[src/rtl/struct_nibble_rx_if.sv]
// struct_nibble_rx_if: nibble stream in, assembled record out, plus debug drop count
// master drives in_valid/in_data/out_ready; slave (the receiver) drives the rest.
// Ports: in_valid/in_ready/in_data (nibble link), out_valid/out_ready/out_data/out_err (record), drop_cnt (debug)
interface struct_nibble_rx_if #(parameter int PAYLOAD_NIBBLES = 4);
  logic                         in_valid;
  logic                         in_ready;
  logic [3:0]                   in_data;
  logic                         out_valid;
  logic                         out_ready;
  logic [4*PAYLOAD_NIBBLES-1:0] out_data;
  logic                         out_err;
  logic [7:0]                   drop_cnt;
  modport master (output in_valid, in_data, out_ready, input in_ready, out_valid, out_data, out_err, drop_cnt);
  modport slave (input in_valid, in_data, out_ready, output in_ready, out_valid, out_data, out_err, drop_cnt);
endinterface

[src/rtl/struct_nibble_rx.sv]
// struct_nibble_rx: hunts for a header nibble and assembles the following payload nibbles into one record
// Ports: clk, rst_n (sync active-low), bus (struct_nibble_rx_if.slave).
// Optional STRUCT_RX_CSUM_EN: frame carries a trailing XOR checksum nibble; mismatch raises out_err.
module struct_nibble_rx #(
  parameter int         PAYLOAD_NIBBLES = 4,
  parameter logic [3:0] HDR             = 4'h5
) (
  input logic              clk,
  input logic              rst_n,
  struct_nibble_rx_if.slave bus
);
  localparam int W  = 4 * PAYLOAD_NIBBLES;
  localparam int IW = $clog2(PAYLOAD_NIBBLES + 1);
  typedef enum logic [1:0] {IDLE, COLLECT, HOLD} state_t;
  state_t        state;
  logic [IW-1:0] idx;
  logic          acc;
`ifdef STRUCT_RX_CSUM_EN
  logic [3:0]    csum;
`endif
  assign acc = bus.in_valid & bus.in_ready;
  always_ff @(posedge clk) begin
    if (!rst_n) begin
      state         <= IDLE;
      idx           <= '0;
      bus.in_ready  <= 1'b0;
      bus.out_valid <= 1'b0;
      bus.out_data  <= '0;
      bus.out_err   <= 1'b0;
      bus.drop_cnt  <= '0;
`ifdef STRUCT_RX_CSUM_EN
      csum          <= '0;
`endif
    end else begin
      case (state)
        IDLE: begin
          bus.in_ready <= 1'b1;
          if (acc) begin
            if (bus.in_data == HDR) begin
              state <= COLLECT;
              idx   <= '0;
`ifdef STRUCT_RX_CSUM_EN
              csum  <= '0;
`endif
            end else begin
              bus.drop_cnt <= bus.drop_cnt + {7'd0, bus.drop_cnt != 8'hFF};
            end
          end
        end
        COLLECT: begin
          if (acc) begin
`ifdef STRUCT_RX_CSUM_EN
            if (idx == IW'(PAYLOAD_NIBBLES)) begin
              state         <= HOLD;
              bus.in_ready  <= 1'b0;
              bus.out_valid <= 1'b1;
              bus.out_err   <= bus.in_data != csum;
            end else begin
              bus.out_data <= (bus.out_data << 4) | W'(bus.in_data);
              csum         <= csum ^ bus.in_data;
              idx          <= idx + IW'(1);
            end
`else
            // shifting left puts the first payload nibble in the MSB after N nibbles
            bus.out_data <= (bus.out_data << 4) | W'(bus.in_data);
            idx          <= idx + IW'(1);
            if (idx == IW'(PAYLOAD_NIBBLES - 1)) begin
              state         <= HOLD;
              bus.in_ready  <= 1'b0;
              bus.out_valid <= 1'b1;
            end
`endif
          end
        end
        default: begin
          if (bus.out_ready) begin
            state         <= IDLE;
            bus.in_ready  <= 1'b1;
            bus.out_valid <= 1'b0;
            bus.out_err   <= 1'b0;
          end
        end
      endcase
    end
  end
endmodule

[src/flat_wrapper.sv]
// flat-port wrapper written by rule: the top's interface ports become plain ports
module struct_nibble_rx_flat 
#(
  parameter int         PAYLOAD_NIBBLES = 4,
  parameter logic [3:0] HDR             = 4'h5
)
  (clk, rst_n, bus_in_valid, bus_in_data, bus_out_ready, bus_in_ready, bus_out_valid, bus_out_data, bus_out_err, bus_drop_cnt);
  struct_nibble_rx_if #(.PAYLOAD_NIBBLES(PAYLOAD_NIBBLES)) bus_i ();
  input logic clk;
  input logic rst_n;
  input wire logic [$bits(bus_i.in_valid)-1:0] bus_in_valid;
  input wire logic [$bits(bus_i.in_data)-1:0] bus_in_data;
  input wire logic [$bits(bus_i.out_ready)-1:0] bus_out_ready;
  output wire logic [$bits(bus_i.in_ready)-1:0] bus_in_ready;
  output wire logic [$bits(bus_i.out_valid)-1:0] bus_out_valid;
  output wire logic [$bits(bus_i.out_data)-1:0] bus_out_data;
  output wire logic [$bits(bus_i.out_err)-1:0] bus_out_err;
  output wire logic [$bits(bus_i.drop_cnt)-1:0] bus_drop_cnt;
  assign bus_i.in_valid = bus_in_valid;
  assign bus_i.in_data = bus_in_data;
  assign bus_i.out_ready = bus_out_ready;
  assign bus_in_ready = bus_i.in_ready;
  assign bus_out_valid = bus_i.out_valid;
  assign bus_out_data = bus_i.out_data;
  assign bus_out_err = bus_i.out_err;
  assign bus_drop_cnt = bus_i.drop_cnt;
  struct_nibble_rx #(.PAYLOAD_NIBBLES(PAYLOAD_NIBBLES), .HDR(HDR)) u_core (.clk(clk), .rst_n(rst_n), .bus(bus_i));
endmodule
[config.mk]
export PLATFORM = sky130hd
export DESIGN_NAME = struct_nibble_rx_flat
export DESIGN_NICKNAME = d
export VERILOG_FILES = /design/src/rtl/struct_nibble_rx_if.sv /design/src/rtl/struct_nibble_rx.sv /design/src/flat_wrapper.sv
export SDC_FILE = /design/constraint.sdc
export NUM_CORES = 1
export LEC_CHECK = 0
export ABC_AREA = 1
export CAP_MARGIN = 20
export CORE_ASPECT_RATIO = 0.9
export CORE_MARGIN = 2
export CORE_UTILIZATION = 45
export CTS_CLUSTER_DIAMETER = 60
export DETAILED_ROUTE_END_ITERATION = 10
export PLACE_DENSITY = 0.82
export SLEW_MARGIN = 20
export SYNTH_ARGS = -nofsm -noshare
export SYNTH_HDL_FRONTEND = slang
export SYNTH_SLANG_ARGS = --single-unit
[constraint.sdc]
create_clock -name clk -period 1.7 [get_ports clk]
set_input_delay 0.17 -clock clk [delete_from_list [all_inputs] [get_ports clk]]
set_output_delay 0.17 -clock clk [all_outputs]
set_load 0.1 [all_outputs]
* Word-level counts from Yosys, hierarchy flattened
Cells that the tools add are included.
** Cells by class
- Div/mod/pow operators :: 0
- Equal/unequal tests :: 8
- Bitwise operators :: 4
- Reductions and logical operators :: 10
- Order comparisons :: 0
- $mul :: 0
- Muxes and demuxes :: 18
- Add/subtract/negate cells :: 2
- Shifts and indexed selects :: 0
** Operators with widths (count)
- 16-bit by 4-bit bitwise OR with 16-bit output :: 1
- 2-bit two-way mux :: 5
- 3-bit two-way mux :: 3
- 8-bit by 1-bit adder with 8-bit output :: 1
- 2-bit by 1-bit != test with 1-bit output (second input constant) :: 4
- 8-bit != test (second input constant) :: 1
- 4-bit AND reduction :: 2
- 1-bit two-way mux :: 6
- 3-bit one-hot mux with 2 select lines :: 1
- 3-bit AND reduction :: 2
- 5-bit AND reduction :: 1
- 4-bit by 3-bit equality test with 1-bit output (second input constant) :: 1
- 1-bit one-hot mux with 2 select lines :: 2
- 2-bit one-hot mux with 2 select lines :: 1
- 2-bit nonzero test :: 2
- 3-bit by 1-bit adder with 3-bit output (second input constant) :: 1
- 3-bit by 2-bit equality test with 1-bit output (second input constant) :: 1
- 3-bit nonzero test :: 1
- 2-bit by 1-bit equality test with 1-bit output (second input constant) :: 1
- 2-bit zero test :: 1
- 1-bit inverter :: 2
- 2-bit AND reduction :: 1
- 1-bit bitwise AND :: 1
** Storage, ports and cells
- Latch bits :: 0
- Memories :: 0
- Flip-flop bits (word level) :: 31
- Memory bits (writable) :: 0
- ROM bits :: 0
- Bits of input ports :: 8
- Word-level logic and storage cells :: 48

* Depth between registers and ports, before layout
Gate-level depths: netlist of run 1.
- Depth after elaboration :: 4
- Gate-level depth with buffers :: 11
- Gate-level depth less buffers :: 11

* Least setup slack after synthesis of run 1
No wires, ideal clock.
- Path type :: register to register
- From :: register u_core.bus.drop_cnt[3]
- To :: register u_core.bus.drop_cnt[4]
- Path buffers :: 0
- Library setup time :: 0.073 ns
- Arrival time :: 2.287 ns
- Period minus slack after synthesis :: 2.360 ns
- Path slack :: -0.660 ns
- Stages on the path, launching flop included :: 10
- Cell sequence :: dfxtp_1 nand2_1 nor2_1 nand4_1 ha_1 ha_1 nand3_1 xnor2_1 nand2_1 a21oi_1
** Between the ends
- Longest elaborated chain between the ends :: 2
** RTL lines
- start, declared :: line struct_nibble_rx_if.sv:14 : modport slave (input in_valid, in_data, out_ready, output in_ready, out_valid, out_data, out_err, drop_cnt);
- start signal, assigned :: line struct_nibble_rx.sv:46 : bus.drop_cnt <= bus.drop_cnt + {7'd0, bus.drop_cnt != 8'hFF};
- 8-bit != test :: line struct_nibble_rx.sv:46
- 8-bit by 1-bit adder with 8-bit output * :: line struct_nibble_rx.sv:46
Mark *: on every way between the ends. The rest lies on a longest branch, timed or not.
A chain may end at the register's enable or synchronous reset.

* Final worst setup path of run 1
- From :: register u_core.bus.drop_cnt[4]
- To :: register u_core.bus.drop_cnt[4]
Same word-level chain as after synthesis.

==> results of run 1 <==
==> sequential cells by signal (all words and copies together) (netlist names) <==
name and count:
u_core.idx 3, u_core.bus.out_valid 1, u_core.state 2, u_core.bus.drop_cnt 8, u_core.bus.out_data 16, u_core.bus.in_ready 1
==> layer usage <==
metal  global-route usage (%)  wire length [um]
met3                     8.02               206
met1                     21.2              1390
met5                        0                 0
met2                     28.6              1230
met4                     8.57                57
==> power by group through the flow <==
stage                     clock network (W)  logic [W]  registers, W
after floorplan                           0  0.0000566      0.000813
after CTS                          0.000437   0.000165      0.000738
final                              0.000421   0.000164      0.000738
after detailed placement                  0   0.000164      0.000755
after global routing               0.000467   0.000176      0.000740
after global placement                    0   0.000163      0.000754
==> cells in the mapped netlist <==
| cell | count |
|---|---|
| sky130_fd_sc_hd__buf_4 | 2 |
| sky130_fd_sc_hd__a21oi_2 | 1 |
| sky130_fd_sc_hd__clkbuf_1 | 2 |
| sky130_fd_sc_hd__nand2_4 | 1 |
| sky130_fd_sc_hd__inv_1 | 14 |
| sky130_fd_sc_hd__nand2_2 | 2 |
| sky130_fd_sc_hd__clkbuf_2 | 1 |
| sky130_fd_sc_hd__dfxtp_1 | 31 |
| sky130_fd_sc_hd__a21oi_1 | 10 |
| sky130_fd_sc_hd__nand3_1 | 5 |
| sky130_fd_sc_hd__nor2_1 | 44 |
| sky130_fd_sc_hd__nand2_1 | 38 |
| sky130_fd_sc_hd__conb_1 | 1 |
| sky130_fd_sc_hd__or2_1 | 1 |
| sky130_fd_sc_hd__xor2_1 | 2 |
| sky130_fd_sc_hd__ha_1 | 4 |
| sky130_fd_sc_hd__nor2_8 | 1 |
| sky130_fd_sc_hd__clkinv_1 | 1 |
| sky130_fd_sc_hd__inv_2 | 2 |
| sky130_fd_sc_hd__xnor2_1 | 1 |
| sky130_fd_sc_hd__o21ai_0 | 20 |
| sky130_fd_sc_hd__nor2_2 | 2 |
| sky130_fd_sc_hd__inv_4 | 1 |
| sky130_fd_sc_hd__nand4_1 | 3 |
==> worst min-delay path: cells and delay by family <==
kind	cells	cell delay [ns]
buffers and inverters	1	0.41
and+or+nand+nor	2	0.16
==> kinds of logic (layout without fill, tap and decap cells) <==
kind of cell | count (synthesis) | count (layout) | share of synthesized area [%]
adder cells (fa/ha/maj) | 4 | 4 | 3.65
XOR/XNOR | 3 | 3 | 1.92
buffers and inverters | 23 | 61 | 7.12
AND/OR/NAND/NOR | 97 | 97 | 30.2
other | 1 | 1 | 0.273
AO/OA/AOI/OAI | 31 | 31 | 11.6
flip-flops | 31 | 31 | 45.3
==> cell type report <==
class	count	area share, %
Multi-Input combinational cell	136	36.9
Sequential cell	31	36.3
Timing Repair Buffer	35	17.1
Inverter	18	3.93
Tap cell	40	2.81
Clock buffer	6	2.32
Clock inverter	2	0.632
==> layout by cell type, fill, tap and decap left out, types with 3 or more instances in the layout <==
cell type,netlist,final
sky130_fd_sc_hd__a21oi_1,10,10
sky130_fd_sc_hd__ha_1,4,3
sky130_fd_sc_hd__clkbuf_4,0,5
sky130_fd_sc_hd__nand2_1,38,38
sky130_fd_sc_hd__o21ai_0,20,20
sky130_fd_sc_hd__buf_4,2,26
sky130_fd_sc_hd__dfxtp_2,0,3
sky130_fd_sc_hd__nand4_1,3,3
sky130_fd_sc_hd__dfxtp_1,31,22
sky130_fd_sc_hd__dfxtp_4,0,6
sky130_fd_sc_hd__inv_1,14,14
sky130_fd_sc_hd__nand3_1,5,5
sky130_fd_sc_hd__nor2_1,44,43
sky130_fd_sc_hd__clkdlybuf4s50_1,0,7
sky130_fd_sc_hd__nor2_2,2,3
==> worst paths after layout <==
check	to	slack [ns]	depth (start not counted)
worst max-delay path	u_core.bus.drop_cnt[4]	0.11	9
worst min-delay path	u_core.bus.out_data[3]	0.43	3
worst max register to register	u_core.bus.drop_cnt[4]	0.11	9
worst min register to register	u_core.bus.out_valid	0.47	2
==> per-stage QoR <==
| step | power (W) | std cells | setup slack (ns) | cell area, sq um | hold slack (ns) |
|---|---|---|---|---|---|
| detailed placement | 0.000918 | 260 | 0.0765 | 1730 | 0.459 |
| floorplan | 0.000870 | 190 | -0.0648 | 1400 | 0.294 |
| global route | 0.00138 | 268 | 0.0209 | 1780 | 0.433 |
| global placement | 0.000917 | 260 | 0.175 | 1730 | 0.457 |
| finish | 0.00132 | 268 | 0.108 | 1780 | 0.432 |
| CTS | 0.00134 | 268 | 0.0427 | 1780 | 0.415 |
==> timing repair <==
item                       in CTS  in global routing
setup endpoints to repair       0                  1
gates resized for setup         0                  2
hold buffers                    0                  0
==> flow_results.xml, run 1 <==
<?xml version="1.0" encoding="UTF-8"?>
<metrics>
  <group name="cts">
    <metric name="clock_tree.htree_level_count" unit="">2</metric>
    <metric name="tritoncts" unit="">done</metric>
    <metric name="clk_pin_slew" unit="ns">0.10</metric>
    <metric name="clock_sink_count" unit="">31</metric>
    <metric name="cts_root_buf" unit="">sky130_fd_sc_hd__clkbuf_4</metric>
    <metric name="setup_buffers_after_cts" unit="">0</metric>
    <metric name="cts-root-to-sink-buffers" unit="">2</metric>
    <metric name="cts-buffers-inserted" unit="">5</metric>
    <metric name="clk-insertion-delay-late" unit="ns">0.34</metric>
  </group>
  <group name="power_and_ir_drop">
    <metric name="cellInternalPower" unit="W">0.000935</metric>
    <metric name="total_leakage_power" unit="nW">0.888</metric>
    <metric name="switching_power" unit="W">0.000389</metric>
    <metric name="power.clock.fraction" unit="%">31.8</metric>
    <metric name="seq_power_share" unit="%">55.8</metric>
    <metric name="combinationalPowerShare" unit="%">12.4</metric>
    <metric name="irDropWorstVdd" unit="mV">0.483</metric>
    <metric name="power_density" unit="nW/um^2">742</metric>
    <metric name="switching_share" unit="%">29.4</metric>
  </group>
  <group name="critical_path">
    <metric name="timing.critical_path.slowest_stage_cell" unit="">sky130_fd_sc_hd__dfxtp_4</metric>
    <metric name="cp-startpoint" unit="">u_core.bus.drop_cnt[4]</metric>
    <metric name="crit_path_max_fanout" unit="">4</metric>
    <metric name="path_cells" unit="">nand2_1 -&gt; nor2_2 -&gt; nand4_1 -&gt; ha_1 -&gt; ha_2 -&gt; nand3_1 -&gt; xnor2_1 -&gt; nand2_1 -&gt; a21oi_1</metric>
    <metric name="cp_common_cell" unit="">sky130_fd_sc_hd__nand2_1</metric>
    <metric name="crit_required" unit="ns">1.96</metric>
    <metric name="crit_arrival" unit="ns">1.85</metric>
    <metric name="critPathMaxStageDelay" unit="ns">0.38</metric>
    <metric name="crit_buf_inv" unit="">0</metric>
    <metric name="critical-path-top-delay-family" unit="">simple AND/OR/NAND/NOR gates</metric>
    <metric name="timing.critical_path.to_type" unit="">register</metric>
    <metric name="critPathLaunchType" unit="">register</metric>
    <metric name="setup.worst_path.class" unit="">reg -&gt; reg</metric>
    <metric name="crit-reg2reg-launch" unit="">u_core.bus.drop_cnt[4]</metric>
  </group>
  <group name="routing">
    <metric name="final_antenna_net_count" unit="">0</metric>
    <metric name="detail_route.iter0.violations" unit="">52</metric>
    <metric name="via_count" unit="">1255</metric>
    <metric name="avgViaCountPerCell" unit="">4.68</metric>
    <metric name="drt_wl_total" unit="um">2890</metric>
    <metric name="drcViolationCount" unit="">0</metric>
    <metric name="routedWlPerCell" unit="um">10.8</metric>
    <metric name="dr.pass1.iters" unit="">6</metric>
  </group>
  <group name="synthesis">
    <metric name="post-synth-top-area-cell" unit="">sky130_fd_sc_hd__dfxtp_1</metric>
    <metric name="synth.ff_latch_count" unit="">31</metric>
    <metric name="top_cell_type_s_share_of_synthesized_area" unit="%">45.3</metric>
    <metric name="cell_types_occupying_the_most_area_after_synthesis" unit="">sky130_fd_sc_hd__dfxtp_1, sky130_fd_sc_hd__nor2_1, sky130_fd_sc_hd__nand2_1</metric>
    <metric name="synth_cell_types" unit="">24</metric>
    <metric name="synth.cell_area" unit="sq um">1370</metric>
    <metric name="gate_count_after_technology_mapping" unit="">190</metric>
    <metric name="ys_warn_count" unit="">0</metric>
    <metric name="postSynthNetCount" unit="">202</metric>
    <metric name="postSynthAreaPerCell" unit="sq um">7.22</metric>
    <metric name="seq_area_frac_synth" unit="%">45.3</metric>
  </group>
  <group name="final_layout">
    <metric name="fin_util" unit="%">63.3</metric>
    <metric name="flow.area_growth_from_synthesis" unit="%">30.0</metric>
    <metric name="seqCellArea" unit="sq um">647</metric>
    <metric name="drive_above_1_share" unit="%">24.6</metric>
    <metric name="filler_cell_count" unit="">269</metric>
    <metric name="footprint_of_the_multi_input_gates" unit="sq um">658</metric>
    <metric name="layout.nets" unit="">239</metric>
    <metric name="num_antenna_cells" unit="">0</metric>
  </group>
  <group name="run_status">
    <metric name="run_status" unit="">finished clean</metric>
  </group>
  <group name="floorplanning">
    <metric name="floorplan.initialDensity" unit="%">48.7</metric>
    <metric name="io_pins" unit="">35</metric>
    <metric name="core" unit="sq um">2820</metric>
    <metric name="die_w" unit="um">62.2</metric>
    <metric name="placementRows" unit="">18</metric>
    <metric name="die_h" unit="um">56.4</metric>
    <metric name="die-area" unit="sq um">3510</metric>
  </group>
  <group name="timing">
    <metric name="setup_viol_count_final" unit="">0</metric>
    <metric name="hold_viol" unit="">0</metric>
    <metric name="final.setup.tns" unit="ns">0</metric>
    <metric name="post-route-min-period" unit="ns">1.59</metric>
    <metric name="finalMaxSlewViolations" unit="">0</metric>
    <metric name="fin_crit_share" unit="%">93.6</metric>
    <metric name="max_freq" unit="MHz">628</metric>
    <metric name="rsz_0062_raised_after_global_routing" unit="">no</metric>
    <metric name="finClkSkew" unit="ns">0.00802</metric>
  </group>
  <group name="global_routing">
    <metric name="grt.total_usage" unit="%">18.1</metric>
    <metric name="wire_length_of_the_first_global_routing_pass" unit="um">4970</metric>
    <metric name="grt_antenna_before_repair" unit="">0</metric>
    <metric name="grt-ovfl-total" unit="">0</metric>
    <metric name="first_global_vias" unit="">1168</metric>
    <metric name="grt_max_degree" unit="">22</metric>
  </group>
  <group name="hold_path">
    <metric name="worstHoldStart" unit="">bus_in_data[3]</metric>
    <metric name="worst_hold_path_type" unit="">in -&gt; reg</metric>
  </group>
  <group name="flow_run">
    <metric name="drv_cap" unit="">0</metric>
  </group>
  <group name="placement">
    <metric name="buffer_ports.inserted" unit="">33</metric>
    <metric name="dp_hpwl" unit="um">2020</metric>
    <metric name="weighted_congestion_at_the_end_of_routability_driven_global_placement" unit="">0.867</metric>
  </group>
</metrics>
Note: power is estimated with default switching activity, not from simulation.
==> run 2, diff against run 1 <==
--- a/config.mk
+++ b/config.mk
@@ -9,10 +9,11 @@
 export CAP_MARGIN = 20
 export CORE_ASPECT_RATIO = 0.9
 export CORE_MARGIN = 2
-export CORE_UTILIZATION = 45
+export CORE_UTILIZATION = 48
 export CTS_CLUSTER_DIAMETER = 60
 export DETAILED_ROUTE_END_ITERATION = 10
-export PLACE_DENSITY = 0.82
+export HOLD_SLACK_MARGIN = 0.02
+export PLACE_DENSITY = 0.87
 export SLEW_MARGIN = 20
 export SYNTH_ARGS = -nofsm -noshare
 export SYNTH_HDL_FRONTEND = slang
==> flow_results.xml, run 2 (same netlist as run 1, synthesis figures left out) <==
<?xml version="1.0" encoding="UTF-8"?>
<metrics>
  <group name="final_layout">
    <metric name="post_layout_inst_area" unit="sq um">1800</metric>
    <metric name="largest_reg_flops" unit="">16</metric>
    <metric name="footprint_of_the_multi_input_gates" unit="sq um">664</metric>
    <metric name="flow.area_growth_from_synthesis" unit="%">31.3</metric>
    <metric name="num_antenna_cells" unit="">0</metric>
    <metric name="mostFrequentLayoutCells" unit="">sky130_fd_sc_hd__nor2_1, sky130_fd_sc_hd__nand2_1, sky130_fd_sc_hd__buf_4, sky130_fd_sc_hd__dfxtp_1, sky130_fd_sc_hd__o21ai_0</metric>
    <metric name="reg.largest.list" unit="">u_core.bus.out_data: 16 flops, u_core.bus.drop_cnt: 8 flops, u_core.idx: 3 flops</metric>
    <metric name="drive_above_1_share" unit="%">25.9</metric>
    <metric name="layout.nets" unit="">240</metric>
    <metric name="register_bank_with_the_most_flops" unit="">u_core.bus.out_data</metric>
    <metric name="mostFrequentLayoutCell" unit="">sky130_fd_sc_hd__nor2_1</metric>
    <metric name="seqCellArea" unit="sq um">647</metric>
    <metric name="filler_cell_count" unit="">245</metric>
  </group>
  <group name="hold_path">
    <metric name="worstHoldStart" unit="">bus_in_data[1]</metric>
    <metric name="min_to" unit="">u_core.bus.out_data[1]</metric>
    <metric name="whs_path_depth" unit="">3</metric>
    <metric name="worst_hold_path_type" unit="">in -&gt; reg</metric>
  </group>
  <group name="cts">
    <metric name="clk_pin_slew" unit="ns">0.09</metric>
    <metric name="clock_tree.htree_level_count" unit="">2</metric>
    <metric name="tritoncts" unit="">done</metric>
    <metric name="cts-root-to-sink-buffers" unit="">2</metric>
    <metric name="clk-insertion-delay-late" unit="ns">0.32</metric>
    <metric name="cts-buffers-inserted" unit="">5</metric>
    <metric name="cts_root_buf" unit="">sky130_fd_sc_hd__clkbuf_4</metric>
    <metric name="clock_sink_count" unit="">31</metric>
  </group>
  <group name="floorplanning">
    <metric name="core" unit="sq um">2730</metric>
    <metric name="die_w" unit="um">60.3</metric>
    <metric name="placementRows" unit="">18</metric>
    <metric name="io_pins" unit="">35</metric>
    <metric name="die_h" unit="um">54.7</metric>
    <metric name="die-area" unit="sq um">3300</metric>
    <metric name="floorplan.initialDensity" unit="%">50.3</metric>
  </group>
  <group name="flow_run">
    <metric name="drv_cap" unit="">0</metric>
  </group>
  <group name="critical_path">
    <metric name="setup.worst_path.class" unit="">reg -&gt; reg</metric>
    <metric name="crit_path_max_fanout" unit="">6</metric>
    <metric name="r2r_cells" unit="">9</metric>
    <metric name="timing.critical_path.slowest_stage_cell" unit="">sky130_fd_sc_hd__dfxtp_4</metric>
    <metric name="timing.rr.end" unit="">u_core.bus.drop_cnt[4]</metric>
    <metric name="crit-reg2reg-launch" unit="">u_core.bus.drop_cnt[2]</metric>
    <metric name="rrSetupSlack" unit="ns">0.13</metric>
    <metric name="crit_arrival" unit="ns">1.81</metric>
    <metric name="path_cells" unit="">nand2_1 -&gt; nor2_2 -&gt; nand4_1 -&gt; ha_1 -&gt; ha_2 -&gt; nand3_1 -&gt; xnor2_1 -&gt; nand2_1 -&gt; a21oi_2</metric>
    <metric name="critPathLaunchType" unit="">register</metric>
    <metric name="crit_required" unit="ns">1.94</metric>
    <metric name="cp_common_cell" unit="">sky130_fd_sc_hd__nand2_1</metric>
    <metric name="critPathMaxStageDelay" unit="ns">0.39</metric>
    <metric name="timing.critical_path.to_type" unit="">register</metric>
  </group>
  <group name="global_routing">
    <metric name="grt_max_degree" unit="">22</metric>
    <metric name="wire_length_of_the_first_global_routing_pass" unit="um">4880</metric>
    <metric name="grt.total_usage" unit="%">19.6</metric>
    <metric name="grt-ovfl-total" unit="">0</metric>
    <metric name="grt_antenna_before_repair" unit="">0</metric>
    <metric name="first_global_vias" unit="">1197</metric>
  </group>
  <group name="power_and_ir_drop">
    <metric name="irDropWorstVdd" unit="mV">0.483</metric>
    <metric name="total_leakage_power" unit="nW">0.896</metric>
    <metric name="cellInternalPower" unit="W">0.000966</metric>
    <metric name="switching_share" unit="%">27.4</metric>
    <metric name="switching_power" unit="W">0.000364</metric>
    <metric name="power.clock.fraction" unit="%">32.1</metric>
    <metric name="seq_power_share" unit="%">55.5</metric>
    <metric name="combinationalPowerShare" unit="%">12.4</metric>
    <metric name="power_density" unit="nW/um^2">739</metric>
  </group>
  <group name="routing">
    <metric name="dr.pass1.iters" unit="">4</metric>
    <metric name="via_count" unit="">1294</metric>
    <metric name="avgViaCountPerCell" unit="">4.83</metric>
    <metric name="final_antenna_net_count" unit="">0</metric>
    <metric name="routedWlPerCell" unit="um">10.7</metric>
    <metric name="drcViolationCount" unit="">0</metric>
    <metric name="drt_wl_total" unit="um">2870</metric>
    <metric name="detail_route.iter0.violations" unit="">51</metric>
  </group>
  <group name="timing">
    <metric name="max_freq" unit="MHz">637</metric>
    <metric name="fin_crit_share" unit="%">92.3</metric>
    <metric name="finalMaxSlewViolations" unit="">0</metric>
    <metric name="finalHoldWorstSlack" unit="ns">0.458</metric>
    <metric name="setup_viol_count_final" unit="">0</metric>
    <metric name="hold_viol" unit="">0</metric>
    <metric name="finClkSkew" unit="ns">0.00758</metric>
    <metric name="post-route-min-period" unit="ns">1.57</metric>
  </group>
  <group name="placement">
    <metric name="buffer_ports.inserted" unit="">33</metric>
    <metric name="weighted_congestion_at_the_end_of_routability_driven_global_placement" unit="">0.871</metric>
    <metric name="placed_cell_area" unit="sq um">1730</metric>
    <metric name="dp_hpwl" unit="um">2020</metric>
  </group>
  <group name="run_status">
    <metric name="run_status" unit="">finished clean</metric>
  </group>
</metrics>
[run 2: cell types whose count changed in the layout (fill, tap and decap cells not counted), sizes merged]
cell | before | now
inv | 18 | 17
buf | 28 | 29
[run 2: worst max-delay path, delay by kind of cell (launching register included)]
family | cells | cell delay, ns
AOI/OAI and AO/OA | 1 | 0.11
xor gates and xnor gates | 1 | 0.12
adders and majority gates | 2 | 0.41
DFF | 1 | 0.39
and+or+nand+nor | 5 | 0.48
[run 2: routing by layer]
metal  share of wire [%]  track usage [%]
met1                  49             24.3
met2                  45             32.1
met3                 5.6             5.91
met4                0.87             7.41
met5                   0                0
[run 2: area by class of cell]
class | instances | area share [%]
clock buffer | 6 | 2.85
multi-input combinational | 136 | 36.9
inverter | 18 | 3.89
timing repair buffer | 36 | 17.4
tap | 40 | 2.78
clock inverter | 1 | 0.278
sequential | 31 | 35.9
[run 2: worst max path at each step]
stage	start	slack, ns	cells after the start	end
finish	u_core.bus.drop_cnt[2]	0.13	9	u_core.bus.drop_cnt[4]
global route	u_core.bus.drop_cnt[2]	-0.03	9	u_core.bus.drop_cnt[4]
CTS	u_core.bus.drop_cnt[3]	0.07	9	u_core.bus.drop_cnt[4]
detailed placement	u_core.bus.drop_cnt[3]	0.10	9	u_core.bus.drop_cnt[4]
global placement	u_core.bus.drop_cnt[3]	0.18	9	u_core.bus.drop_cnt[4]
floorplan	u_core.bus.drop_cnt[3]	-0.06	9	u_core.bus.drop_cnt[4]
[run 2: per-stage QoR]
step | setup slack (ns) | TNS [ns] | total power (W) | cells | util, %
final | 0.131 | 0 | 0.00133 | 268 | 66.1
after global placement | 0.178 | 0 | 0.000917 | 260 | 63.3
after global routing | -0.0336 | -0.0336 | 0.00139 | 268 | 66.1
after detailed placement | 0.101 | 0 | 0.000918 | 260 | 63.3
after floorplan | -0.0648 | -0.0648 | 0.000870 | 190 | -
after CTS | 0.0679 | 0 | 0.00134 | 267 | 65.4
[run 2: power groups by stage]
stage | sequential (W) | clock [W] | combinational (W)
after CTS | 0.000738 | 0.000439 | 0.000164
after global routing | 0.000739 | 0.000470 | 0.000176
final | 0.000737 | 0.000427 | 0.000165
after floorplan | 0.000813 | 0 | 0.0000566
after global placement | 0.000755 | 0 | 0.000162
after detailed placement | 0.000754 | 0 | 0.000164
[run 2: repair_timing]
item,in CTS,in global routing
hold buffers,0,0
setup buffers,0,1
resized for setup,0,4
endpoints found under the setup margin,0,1
==> run 3, diff against run 2 <==
--- a/config.mk
+++ b/config.mk
@@ -7,13 +7,16 @@
 export LEC_CHECK = 0
 export ABC_AREA = 1
 export CAP_MARGIN = 20
+export CELL_PAD_IN_SITES_DETAIL_PLACEMENT = 0
+export CELL_PAD_IN_SITES_GLOBAL_PLACEMENT = 2
 export CORE_ASPECT_RATIO = 0.9
 export CORE_MARGIN = 2
-export CORE_UTILIZATION = 48
+export CORE_UTILIZATION = 26
+export CTS_BUF_LIST = sky130_fd_sc_hd__clkbuf_16
 export CTS_CLUSTER_DIAMETER = 60
 export DETAILED_ROUTE_END_ITERATION = 10
 export HOLD_SLACK_MARGIN = 0.02
-export PLACE_DENSITY = 0.87
+export PLACE_DENSITY = 0.86
 export SLEW_MARGIN = 20
 export SYNTH_ARGS = -nofsm -noshare
 export SYNTH_HDL_FRONTEND = slang
==> flow_results.xml, run 3 (same netlist as run 1, synthesis figures left out) <==
<?xml version="1.0" encoding="UTF-8"?>
<metrics>
  <group name="power_and_ir_drop">
    <metric name="switching_share" unit="%">24.3</metric>
    <metric name="total_leakage_power" unit="nW">0.951</metric>
    <metric name="combinationalPowerShare" unit="%">9.1</metric>
    <metric name="power.clock.fraction" unit="%">50.9</metric>
    <metric name="power_density" unit="nW/um^2">943</metric>
    <metric name="power" unit="W">0.00185</metric>
    <metric name="switching_power" unit="W">0.000450</metric>
    <metric name="seq_power_share" unit="%">40.0</metric>
    <metric name="cellInternalPower" unit="W">0.00140</metric>
    <metric name="irDropWorstVdd" unit="mV">0.530</metric>
  </group>
  <group name="run_status">
    <metric name="run_status" unit="">finished clean</metric>
  </group>
  <group name="final_layout">
    <metric name="register_bank_with_the_most_flops" unit="">u_core.bus.out_data</metric>
    <metric name="layout.nets" unit="">240</metric>
    <metric name="drive_above_1_share" unit="%">24.0</metric>
    <metric name="fin_util" unit="%">38.0</metric>
    <metric name="reg.largest.list" unit="">u_core.bus.out_data: 16 flops, u_core.bus.drop_cnt: 8 flops, u_core.idx: 3 flops</metric>
    <metric name="largest_reg_flops" unit="">16</metric>
    <metric name="filler_cell_count" unit="">528</metric>
    <metric name="flow.area_growth_from_synthesis" unit="%">43.2</metric>
    <metric name="mostFrequentLayoutCells" unit="">sky130_fd_sc_hd__nor2_1, sky130_fd_sc_hd__nand2_1, sky130_fd_sc_hd__buf_4, sky130_fd_sc_hd__dfxtp_1, sky130_fd_sc_hd__o21ai_0</metric>
    <metric name="mostFrequentLayoutCell" unit="">sky130_fd_sc_hd__nor2_1</metric>
    <metric name="num_antenna_cells" unit="">0</metric>
  </group>
  <group name="routing">
    <metric name="detail_route.iter0.violations" unit="">41</metric>
    <metric name="avgViaCountPerCell" unit="">4.27</metric>
    <metric name="drt_wl_total" unit="um">3270</metric>
    <metric name="routedWlPerCell" unit="um">11.1</metric>
    <metric name="final_antenna_net_count" unit="">0</metric>
    <metric name="dr.pass1.iters" unit="">4</metric>
    <metric name="drcViolationCount" unit="">0</metric>
    <metric name="via_count" unit="">1264</metric>
  </group>
  <group name="floorplanning">
    <metric name="floorplan.initialDensity" unit="%">26.6</metric>
    <metric name="io_pins" unit="">35</metric>
    <metric name="die-area" unit="sq um">5870</metric>
    <metric name="core" unit="sq um">5160</metric>
    <metric name="die_h" unit="um">72.9</metric>
    <metric name="placementRows" unit="">25</metric>
    <metric name="die_w" unit="um">80.6</metric>
  </group>
  <group name="timing">
    <metric name="setup_viol_count_final" unit="">0</metric>
    <metric name="timing.final.ws_setup" unit="ns">0.124</metric>
    <metric name="finClkSkew" unit="ns">0.00236</metric>
    <metric name="hold_viol" unit="">0</metric>
    <metric name="post-route-min-period" unit="ns">1.58</metric>
    <metric name="max_freq" unit="MHz">635</metric>
    <metric name="fin_crit_share" unit="%">92.7</metric>
    <metric name="finalMaxSlewViolations" unit="">0</metric>
    <metric name="final.setup.tns" unit="ns">0</metric>
    <metric name="finalHoldWorstSlack" unit="ns">0.464</metric>
    <metric name="rsz_0062_raised_after_global_routing" unit="">no</metric>
  </group>
  <group name="global_routing">
    <metric name="first_global_vias" unit="">1138</metric>
    <metric name="grt_antenna_before_repair" unit="">0</metric>
    <metric name="grt-ovfl-total" unit="">0</metric>
    <metric name="wire_length_of_the_first_global_routing_pass" unit="um">5370</metric>
    <metric name="grt.total_usage" unit="%">12.0</metric>
    <metric name="grt_max_degree" unit="">22</metric>
  </group>
  <group name="placement">
    <metric name="place_worst_setup_slack" unit="ns">0.134</metric>
    <metric name="buffer_ports.inserted" unit="">33</metric>
    <metric name="weighted_congestion_at_the_end_of_routability_driven_global_placement" unit="">0.779</metric>
    <metric name="dp_hpwl" unit="um">2310</metric>
  </group>
  <group name="cts">
    <metric name="clock_tree.htree_level_count" unit="">2</metric>
    <metric name="clk-insertion-delay-late" unit="ns">0.28</metric>
    <metric name="cts_hold_buffers" unit="">0</metric>
    <metric name="clock_sink_count" unit="">31</metric>
    <metric name="cts-buffers-inserted" unit="">5</metric>
    <metric name="clk_pin_slew" unit="ns">0.05</metric>
    <metric name="tritoncts" unit="">done</metric>
    <metric name="cts-root-to-sink-buffers" unit="">2</metric>
    <metric name="cts_repair_resize_count" unit="">0</metric>
    <metric name="cts_root_buf" unit="">sky130_fd_sc_hd__clkbuf_16</metric>
    <metric name="setup_buffers_after_cts" unit="">0</metric>
  </group>
  <group name="critical_path">
    <metric name="crit_arrival" unit="ns">1.78</metric>
    <metric name="setup.worst_path.class" unit="">reg -&gt; reg</metric>
    <metric name="timing.critical_path.slowest_stage_cell" unit="">sky130_fd_sc_hd__dfxtp_4</metric>
    <metric name="crit_required" unit="ns">1.90</metric>
    <metric name="crit_path_max_fanout" unit="">5</metric>
    <metric name="critPathMaxStageDelay" unit="ns">0.36</metric>
    <metric name="timing.critical_path.to_type" unit="">register</metric>
    <metric name="path_cells" unit="">nand2_1 -&gt; nor2_1 -&gt; nand4_1 -&gt; ha_1 -&gt; ha_1 -&gt; nand3_1 -&gt; xnor2_1 -&gt; nand2_1 -&gt; a21oi_1</metric>
    <metric name="critPathLaunchType" unit="">register</metric>
  </group>
  <group name="flow_run">
    <metric name="drv_cap" unit="">0</metric>
  </group>
  <group name="hold_path">
    <metric name="worst_hold_path_type" unit="">reg -&gt; reg</metric>
  </group>
</metrics>
-- run 3: changes by cell type in the layout (fill, tap and decap cells not counted), moves of 3 or more --
cell / change
sky130_fd_sc_hd__clkbuf_16: +6
sky130_fd_sc_hd__clkbuf_4: -5
sky130_fd_sc_hd__buf_12: +3
sky130_fd_sc_hd__buf_4: -3
-- run 3: path summary, 6_finish.rpt --
path | endpoint | slack (ns) | depth (start not counted) | from
worst max register to register | u_core.bus.drop_cnt[4] | 0.12 | 9 | u_core.bus.drop_cnt[3]
worst min register to register | u_core.idx[1] | 0.46 | 2 | u_core.idx[1]
worst max-delay path | u_core.bus.drop_cnt[4] | 0.12 | 9 | u_core.bus.drop_cnt[3]
worst min-delay path | u_core.idx[1] | 0.46 | 2 | u_core.idx[1]
-- run 3: area by class of cell --
cell class                      count  area, sq um  share of cell area, %
Clock buffer                        6          150                   7.65
Clock inverter                      2         8.76                  0.446
Inverter                           18         70.1                   3.57
Multi-Input combinational cell    136          653                   33.3
Sequential cell                    31          647                   33.0
Tap cell                           67         83.8                   4.27
Timing Repair Buffer               36          350                   17.8
-- run 3: metrics by stage --
stage | std cells | cell area [sq um]
final | 296 | 1960
after global routing | 296 | 1960
after CTS | 296 | 1960
after detailed placement | 288 | 1800
after global placement | 288 | 1800
after floorplan | 190 | 1400
-- run 3: power groups by stage --
stage               sequential (W)  clock, W  combinational, W
floorplan                 0.000813         0         0.0000566
global placement          0.000756         0          0.000170
detailed placement        0.000755         0          0.000170
CTS                       0.000740  0.000968          0.000170
global route              0.000741  0.000993          0.000180
finish                    0.000740  0.000943          0.000169
-- run 3: per-layer routing --
layer	up-vias	track usage [%]	share of wire [%]
li1	676	-	-
met1	554	16.0	51
met2	28	18.1	43
met3	6	3.84	4.5
met4	0	4.71	1.3
met5	-	0	0
-- run 3: worst max-delay path, delay by kind of cell, from the launching register on --
| family | cells | cell delay (ns) |
|---|---|---|
| AO/OA/AOI/OAI | 1 | 0.11 |
| flip-flops | 1 | 0.36 |
| AND/OR/NAND/NOR | 5 | 0.49 |
| XOR/XNOR | 1 | 0.11 |
| adder cells (fa/ha/maj) | 2 | 0.42 |
